<file path="config.mk">
export PLATFORM = sky130hd
export DESIGN_NAME = arb_request_agent_flat
export DESIGN_NICKNAME = d
export VERILOG_FILES = /design/src/rtl/arb_pkg.sv /design/src/rtl/arb_request_agent_if.sv /design/src/rtl/arb_req_cell.sv /design/src/rtl/arb_request_agent.sv /design/src/flat_wrapper.sv
export SDC_FILE = /design/constraint.sdc
export NUM_CORES = 1
export LEC_CHECK = 0
export CAP_MARGIN = 10
export CORE_UTILIZATION = 25
export CTS_BUF_LIST = sky130_fd_sc_hd__clkbuf_4 sky130_fd_sc_hd__clkbuf_8 sky130_fd_sc_hd__clkbuf_16
export DETAILED_ROUTE_END_ITERATION = 6
export GPL_ROUTABILITY_DRIVEN = 1
export PLACE_DENSITY_LB_ADDON = 0.25
export SYNTH_ARGS = -nofsm -noshare
export SYNTH_HDL_FRONTEND = slang
export SYNTH_SLANG_ARGS = --single-unit
</file>
<file path="constraint.sdc">
create_clock -name clock -period 1.8 [get_ports clock]
set_clock_uncertainty 0.05 [all_clocks]
set_input_delay 0.54 -clock clock [delete_from_list [all_inputs] [get_ports clock]]
set_output_delay 0.54 -clock clock [all_outputs]
set_load 0.02 [all_outputs]
</file>
<file path="src/rtl/arb_pkg.sv">
// Shared types for the r/g request/grant fabric: channel FSM encoding and bank width.
// Used by the requester bank and by arbiter-side benches.
package arb_pkg;

  typedef enum logic [1:0] {
    IDLE = 2'd0,
    REQ  = 2'd1,
    XFER = 2'd2,
    REL  = 2'd3
  } req_state_t;

  localparam int ARB_N     = 8;
  localparam int ARB_LEN_W = 4;

  // A channel drives r (and may beat) only while waiting for or holding a grant.
  function automatic logic req_active(input req_state_t s);
    return (s == REQ) || (s == XFER);
  endfunction

endpackage

</file>
<file path="src/rtl/arb_request_agent_if.sv">
// Bundle of client job handshake and arbiter r/g signals for the requester bank.
// slave = requester bank side, master = client/arbiter side.
interface arb_request_agent_if
  import arb_pkg::*;
#(
  parameter int N     = ARB_N,
  parameter int LEN_W = ARB_LEN_W
);

  logic [0:N-1]              job_valid;
  logic [0:N-1][LEN_W-1:0]   job_len;
  logic [0:N-1]              job_ready;
  logic [0:N-1]              r;
  logic [0:N-1]              g;
  logic [0:N-1]              beat_valid;
  logic [0:N-1]              done;
  logic [0:N-1]              preempt_err;
  logic [0:N-1]              starve;

  modport slave (
    input  job_valid, job_len, g,
    output job_ready, r, beat_valid, done, preempt_err, starve
  );

  modport master (
    output job_valid, job_len, g,
    input  job_ready, r, beat_valid, done, preempt_err, starve
  );

endinterface

</file>
<file path="src/rtl/arb_req_cell.sv">
// One requester channel: IDLE/REQ/XFER/REL FSM with a remaining-beat counter.
// Optional starvation watchdog compiled in with STARVE_DETECT_EN.
module arb_req_cell
  import arb_pkg::*;
#(
  parameter int LEN_W        = ARB_LEN_W,
  parameter int STARVE_LIMIT = 64
) (
  input  logic             clock,
  input  logic             reset,
  input  logic             job_valid,
  input  logic [LEN_W-1:0] job_len,
  input  logic             g,
  output logic             job_ready,
  output logic             r,
  output logic             beat_valid,
  output logic             done,
  output logic             preempt_err,
  output logic             starve
);

  localparam logic [LEN_W-1:0] REM_ZERO = {LEN_W{1'b0}};
  localparam logic [LEN_W-1:0] REM_ONE  = {{(LEN_W-1){1'b0}}, 1'b1};

  req_state_t       state_q, state_d;
  logic [LEN_W-1:0] rem_q, rem_d;

  // Next-state and decoded outputs; a grant outside REQ/XFER is ignored.
  always_comb begin
    state_d     = state_q;
    rem_d       = rem_q;
    job_ready   = 1'b0;
    r           = req_active(state_q);
    beat_valid  = 1'b0;
    done        = 1'b0;
    preempt_err = 1'b0;
    case (state_q)
      IDLE: begin
        job_ready = 1'b1;
        if (job_valid) begin
          rem_d   = job_len;
          state_d = REQ;
        end else begin
          state_d = IDLE;
        end
      end
      REQ, XFER: begin
        if (g) begin
          beat_valid = 1'b1;
          if (rem_q == REM_ZERO) begin
            done    = 1'b1;
            state_d = REL;
          end else begin
            rem_d   = rem_q - REM_ONE;
            state_d = XFER;
          end
        end else if (state_q == XFER) begin
          // Grant taken away mid-job: keep rem and re-request.
          preempt_err = 1'b1;
          state_d     = REQ;
        end else begin
          state_d = REQ;
        end
      end
      REL:     state_d = IDLE;
      default: state_d = IDLE;
    endcase
  end

  // Channel state register.
  always_ff @(posedge clock) begin
    if (reset) begin
      state_q <= IDLE;
      rem_q   <= REM_ZERO;
    end else begin
      state_q <= state_d;
      rem_q   <= rem_d;
    end
  end

`ifdef STARVE_DETECT_EN
  localparam int                WAIT_W   = $clog2(STARVE_LIMIT + 1);
  localparam logic [WAIT_W-1:0] WAIT_MAX = WAIT_W'(STARVE_LIMIT);
  localparam logic [WAIT_W-1:0] WAIT_ONE = {{(WAIT_W-1){1'b0}}, 1'b1};

  logic [WAIT_W-1:0] wait_q, wait_d;
  logic              starve_q, starve_d;

  // Wait counter restarts on every entry to REQ; flag is sticky until a beat.
  always_comb begin
    wait_d   = wait_q;
    starve_d = starve_q;
    if ((state_d == REQ) && (state_q != REQ)) begin
      wait_d = {WAIT_W{1'b0}};
    end else if ((state_q == REQ) && !g && (wait_q != WAIT_MAX)) begin
      wait_d = wait_q + WAIT_ONE;
    end else begin
      wait_d = wait_q;
    end
    if (beat_valid) begin
      starve_d = 1'b0;
    end else if ((state_q == REQ) && (wait_d == WAIT_MAX)) begin
      starve_d = 1'b1;
    end else begin
      starve_d = starve_q;
    end
  end

  // Starvation watchdog registers.
  always_ff @(posedge clock) begin
    if (reset) begin
      wait_q   <= {WAIT_W{1'b0}};
      starve_q <= 1'b0;
    end else begin
      wait_q   <= wait_d;
      starve_q <= starve_d;
    end
  end

  assign starve = starve_q;
`else
  assign starve = 1'b0;
`endif

endmodule

</file>
<file path="src/rtl/arb_request_agent.sv">
// Requester-side bank of N independent channels for the fixed-priority r/g arbiter.
// Define STARVE_DETECT_EN to build the per-channel starvation watchdog.
module arb_request_agent
  import arb_pkg::*;
#(
  parameter int N            = ARB_N,
  parameter int LEN_W        = ARB_LEN_W,
  parameter int STARVE_LIMIT = 64
) (
  input  logic           clock,
  input  logic           reset,
  arb_request_agent_if.slave bus
);

  logic [0:N-1] job_ready_v;
  logic [0:N-1] r_v;
  logic [0:N-1] beat_valid_v;
  logic [0:N-1] done_v;
  logic [0:N-1] preempt_err_v;
  logic [0:N-1] starve_v;

  for (genvar i = 0; i < N; i++) begin : g_cell
    arb_req_cell #(
      .LEN_W        (LEN_W),
      .STARVE_LIMIT (STARVE_LIMIT)
    ) u_cell (
      .clock       (clock),
      .reset       (reset),
      .job_valid   (bus.job_valid[i]),
      .job_len     (bus.job_len[i]),
      .g           (bus.g[i]),
      .job_ready   (job_ready_v[i]),
      .r           (r_v[i]),
      .beat_valid  (beat_valid_v[i]),
      .done        (done_v[i]),
      .preempt_err (preempt_err_v[i]),
      .starve      (starve_v[i])
    );
  end

  assign bus.job_ready   = job_ready_v;
  assign bus.r           = r_v;
  assign bus.beat_valid  = beat_valid_v;
  assign bus.done        = done_v;
  assign bus.preempt_err = preempt_err_v;
  assign bus.starve      = starve_v;

endmodule
</file>
<file path="src/flat_wrapper.sv">
// flat-port wrapper written by rule: the top's interface ports become plain ports
module arb_request_agent_flat import arb_pkg::*;
#(
  parameter int N            = ARB_N,
  parameter int LEN_W        = ARB_LEN_W,
  parameter int STARVE_LIMIT = 64
)
  (clock, reset, bus_job_valid, bus_job_len, bus_g, bus_job_ready, bus_r, bus_beat_valid, bus_done, bus_preempt_err, bus_starve);
  arb_request_agent_if #(.N(N), .LEN_W(LEN_W)) bus_i ();
  input  logic clock;
  input  logic reset;
  input wire logic [$bits(bus_i.job_valid)-1:0] bus_job_valid;
  input wire logic [$bits(bus_i.job_len)-1:0] bus_job_len;
  input wire logic [$bits(bus_i.g)-1:0] bus_g;
  output wire logic [$bits(bus_i.job_ready)-1:0] bus_job_ready;
  output wire logic [$bits(bus_i.r)-1:0] bus_r;
  output wire logic [$bits(bus_i.beat_valid)-1:0] bus_beat_valid;
  output wire logic [$bits(bus_i.done)-1:0] bus_done;
  output wire logic [$bits(bus_i.preempt_err)-1:0] bus_preempt_err;
  output wire logic [$bits(bus_i.starve)-1:0] bus_starve;
  assign bus_i.job_valid = bus_job_valid;
  assign bus_i.job_len = bus_job_len;
  assign bus_i.g = bus_g;
  assign bus_job_ready = bus_i.job_ready;
  assign bus_r = bus_i.r;
  assign bus_beat_valid = bus_i.beat_valid;
  assign bus_done = bus_i.done;
  assign bus_preempt_err = bus_i.preempt_err;
  assign bus_starve = bus_i.starve;
  arb_request_agent #(.N(N), .LEN_W(LEN_W), .STARVE_LIMIT(STARVE_LIMIT)) u_core (.clock(clock), .reset(reset), .bus(bus_i));
endmodule
</file>
After elaboration in Yosys (flattened, before gate mapping)

Cells that the tools add are included.

Equal/unequal tests: 48
Reduce and logical (&&, ||, !) cells: 48
Mux-type cells: 136
$add $sub $neg: 8

Operator list:

| cell                  | number |
|---|---|
| $mux W4               | 24 |
| $mux W1               | 88 |
| $pmux W4 S2           | 8 |
| $ne A2 B2 Y1 const B  | 24 |
| $pmux W2 S3           | 8 |
| $eq A2 B2 Y1 const B  | 16 |
| $logic_not A4 Y1      | 8 |
| $reduce_and A4 Y1     | 8 |
| $sub A4 B1 Y4 const B | 8 |
| $eq A2 B1 Y1 const B  | 8 |
| $logic_not A2 Y1      | 8 |
| $mux W2               | 8 |
| $reduce_bool A2 Y1    | 8 |
| $reduce_or A2 Y1      | 8 |
| $logic_or A1 B1 Y1    | 8 |

Output and inout port bits: 48
Input port bits: 50
Register bits: 48
Logic and storage cells: 256

Logic depth before layout (Yosys ltp)

Depth in word-level cells: 4
Mapped depth: 7
Gate-level depth less buffers: 6

Hierarchy

A second synthesis with hierarchy kept.

Cells, all modules: 416
Area, all modules: 3603.5 um^2

Modules (own cells, without submodules):

| module       | sequential area each (um^2) | times used | area an instance (um^2) | cells an instance |
|---|---|---|---|---|
| arb_req_cell | 120.1                       | 8          | 450.4                   | 52 |

Least setup slack after synthesis

Ideal clock, no wire load.

Path type: register -> output
Start point: register u_core.g_cell[5].u_cell.state_q[1]
End point: output port bus_done[2]
Path buffers: 1
Stages on the path, launching flop included: 6
Path slack: -0.163 ns
Arrival time: 1.373 ns
Required time: 1.210 ns
Cells stage by stage: dfxtp_1 > inv_1 > ha_1 > nor4bb_4 > and2_2 > buf_4

Cells in the longest elaborated chain, start to end: 3
Elaborated cells on any way between the ends: 4
Those cells by class: eq/ne: 2; mux: 1; reduce/logical: 1

Ends and longest elaborated chain:

| what                                                | line               | source |
|---|---|---|
| start, declared                                     | arb_req_cell.sv:25 | `req_state_t state_q, state_d;` |
| start signal, assigned                              | arb_req_cell.sv:76 | `state_q <= state_d;` |
| $eq A2 B1 Y1 / $eq A2 B2 Y1 (equally long branches) | arb_req_cell.sv:37 | `case (state_q)` |
| $reduce_or A2 Y1 *                                  | arb_req_cell.sv:37 |  |
| $mux W1 *                                           | arb_req_cell.sv:37 |  |
| end, declared                                       | flat_wrapper.sv:18 | `output wire logic [$bits(bus_i.done)-1:0] bus_done;` |

Every way passes the cells marked *; elsewhere a longest branch is shown, timed or not.

Worst setup path in the final report

Same ends and word-level chain as after synthesis.

==> flow_metrics.py <==
metrics = {
    "outcome": {
        "outcome": "finished, violations left",
        "violations": "negative setup slack",
    },
    "sta": {
        "finalCriticalPeriod_ns": 2.04,
        "setup_slack_ns": -0.245,
        "rsz0062_at_grt": "true",
        "setup_viol": 28,
        "final.setup.tns_ns": -3.81,
        "final_hold_viol_count": 0,
        "max_freq_mhz": 489,
        "maxSlewViolCount": 0,
        "fin_crit_sh_pct": 114,
    },
    "power": {
        "p_leak_nw": 2.70,
        "p_sw_mw": 1.48,
        "power_frac_comb_pct": 50.3,
        "power.share.switching_pct": 32.3,
        "peakVddDrop_v": 0.000332,
        "p_clk_share_pct": 21.8,
        "p_int_mw": 3.11,
        "powerDensity_nw_per_um2": 735,
        "pwr-share-seq_pct": 27.9,
    },
    "worst_setup_path": {
        "worstPathArrival_ns": 1.45,
        "critPathKind": "reg -> out",
        "start_kind": "flip-flop",
        "crit_cells": 5,
        "crit_chain": "inv_2 > ha_4 > nor4bb_4 > and2_4 > buf_6",
        "path_buf_inv": 2,
        "r2r_end": "u_core.g_cell[5].u_cell.rem_q[1]$_SDFFE_PP0P_",
        "cpPeakStageDelay_ns": 0.33,
        "critPathMaxFanout": 3,
        "ff2ff_path_depth": 9,
        "path_delay_family": "simple AND/OR/NAND/NOR gates",
        "required_ns": 1.21,
        "crit-reg2reg-launch": "u_core.g_cell[5].u_cell.state_q[1]$_SDFF_PP0_",
        "cp_slowest_cell": "dfxtp_2",
        "endpoint": "bus_done[2]",
        "r2r_slack_ns": -0.06,
        "cp-end-kind": "output pin",
        "crit_start": "u_core.g_cell[5].u_cell.state_q[1]$_SDFF_PP0_",
    },
    "clock_network": {
        "clk_latency_ns": 0.29,
        "cts.htree.levels": 2,
        "ctsHoldBuffers": 0,
        "tritoncts": "done",
        "clkSinkCount": 48,
        "clockRootBuffer": "clkbuf_16",
        "cts_buffers": 5,
        "cts.clk_slew.worst_paths_ns": 0.07,
        "clockBufferDepth": 2,
    },
    "cells_and_area": {
        "synthToLayoutAreaGrowth_pct": 71.2,
        "final_cell_mix": "125 x buf_4, 57 x buf_6, 42 x clkdlybuf4s50_1",
        "drive_gt1_share_pct": 53.4,
        "diodes": 0,
        "final_nets": 703,
        "fin_area_um2": 6250,
        "layout_commonest_cell": "buf_4",
    },
    "synth": {
        "netlist.area_leader.share_pct": 26.3,
        "synth_edf_count": 0,
        "synth_seq_cells": 48,
        "yosys.area.top_type": "dfxtp_1",
        "synth_area_um2": 3650,
        "yosys_warnings": 0,
        "ys_dominant_reg_cell": "dfxtp_1",
        "syn_area_per_cell_um2": 8.55,
        "ys_seq_area_share_pct": 26.3,
        "async_flop_share_pct": 0,
        "syn_inst": 427,
        "synth_area_leaders": "dfxtp_1 26%, ha_1 11%, buf_4 9.9%",
        "synth_cell_types": 37,
    },
    "die": {
        "io_pins": 98,
        "start_util_pct": 26.0,
        "die_w_um": 123,
        "die_area_um2": 15100,
        "core-area_um2": 14000,
        "die-height_um": 123,
        "rows": 43,
    },
    "detailed_routing": {
        "ant_nets": 0,
        "routed-wl-met2_um": 5180,
        "routed.top_layer": "met4",
        "drt_pass1_iterations": 4,
        "route.detailed.drc": 0,
        "finalWirelength_um": 9700,
        "vias_per_cell": 4.43,
        "wl_met3_um": 484,
        "m1WireLength_um": 3900,
        "drt_iter0_drc": 124,
        "wire_per_inst_um": 12.1,
        "num_vias": 3549,
    },
    "min_path": {
        "hold_depth": 2,
        "hold_class": "reg -> reg",
    },
    "grt": {
        "antenna_found_initial": 0,
        "grt_overflow": 0,
        "grt_pass1_wl_um": 15200,
        "grt_start_max_net_pins": 17,
        "grt_pass1_vias": 3465,
        "grt_usage_pct": 12.9,
    },
    "placed_design": {
        "routabilityCongestion": 0.754,
        "dpl_cell_area_um2": 5310,
        "dp_hpwl_um": 7040,
        "place_ws_ns": -0.702,
        "io_buffer_count": 89,
    },
    "flow_run": {
        "drv_cap": 0,
    },
}
==> worst min path at each step <==
stage | startpoint | to
floorplan | u_core.g_cell[0].u_cell.rem_q[0]$_SDFFE_PP0P_ | u_core.g_cell[0].u_cell.rem_q[0]$_SDFFE_PP0P_
finish | u_core.g_cell[2].u_cell.rem_q[3]$_SDFFE_PP0P_ | u_core.g_cell[2].u_cell.rem_q[3]$_SDFFE_PP0P_
CTS | u_core.g_cell[2].u_cell.rem_q[3]$_SDFFE_PP0P_ | u_core.g_cell[2].u_cell.rem_q[3]$_SDFFE_PP0P_
detailed placement | u_core.g_cell[2].u_cell.rem_q[3]$_SDFFE_PP0P_ | u_core.g_cell[2].u_cell.rem_q[3]$_SDFFE_PP0P_
global placement | u_core.g_cell[2].u_cell.rem_q[3]$_SDFFE_PP0P_ | u_core.g_cell[2].u_cell.rem_q[3]$_SDFFE_PP0P_
global route | u_core.g_cell[2].u_cell.rem_q[3]$_SDFFE_PP0P_ | u_core.g_cell[2].u_cell.rem_q[3]$_SDFFE_PP0P_
==> synthesized netlist by cell type, drive strengths merged (17+ instances only) <==
| library cell | instances |
|---|---|
| o21ai | 17 |
| nor2 | 45 |
| buf | 54 |
| mux2i | 19 |
| nor3 | 20 |
| ha | 32 |
| inv | 45 |
| a21oi | 18 |
| dfxtp | 48 |
==> state kept, by name, indices dropped and copies added (netlist names) <==
register,cells
u_core.g_cell.u_cell.state_q,16
u_core.g_cell.u_cell.rem_q,32
==> metrics by stage <==
| step | std cells | hold WS [ns] | total power [mW] | util [%] |
|---|---|---|---|---|
| finish | 802 | 0.454 | 4.59 | 44.5 |
| global route | 802 | 0.509 | 4.91 | 44.5 |
| CTS | 786 | 0.463 | 4.43 | 41.7 |
| detailed placement | 761 | 0.448 | 3.17 | 37.8 |
| global placement | 761 | 0.449 | 3.13 | 37.8 |
| floorplan | 434 | 0.420 | 2.40 | - |
==> per-layer routing <==
metal / GRT usage (%) / vias to the layer above
met1: 13.7 / 1669
met4: 4.57 / 0
met2: 24.3 / 67
li1: - / 1804
met3: 3.16 / 9
met5: 0 / -
==> cell type report <==
type	instances	area [um^2]
tap	180	225
multi-input combinational	280	2560
clock buffer	8	154
fill	1374	7790
timing repair buffer	241	2150
sequential	48	991
inverter	45	169
==> power by group through the flow <==
stage	combinational (mW)	sequential (mW)	clock, mW
CTS	2.09	1.28	1.06
floorplan	1.09	1.31	0
detailed placement	1.88	1.29	0
global placement	1.84	1.29	0
global route	2.52	1.30	1.09
finish	2.31	1.28	0.999
==> what timing repair did <==
action,CTS,global route
setup endpoints to repair,61,59
pin swaps,36,39
gates resized for setup,283,89
buffers inserted,21,18
==> kinds of logic (layout without fill, tap and decap cells) <==
logic type	Yosys count	count (layout)	synth area share [%]
XOR/XNOR	6	6	1.44
buffers and inverters	106	294	16.0
adder cells (fa/ha/maj)	32	32	11.0
multiplexers	19	19	5.21
other	1	8	0.103
flip-flops	48	48	26.3
AO/OA/AOI/OAI	75	75	15.6
AND/OR/NAND/NOR	140	140	24.3
==> tightest hold or removal path, cell delays in order, from the launching register on <==
cell,delay [ns]
dfxtp_1,0.33
o21ai_0,0.07
a21oi_1,0.06
No activity file was read; power rests on OpenSTA's default activity.
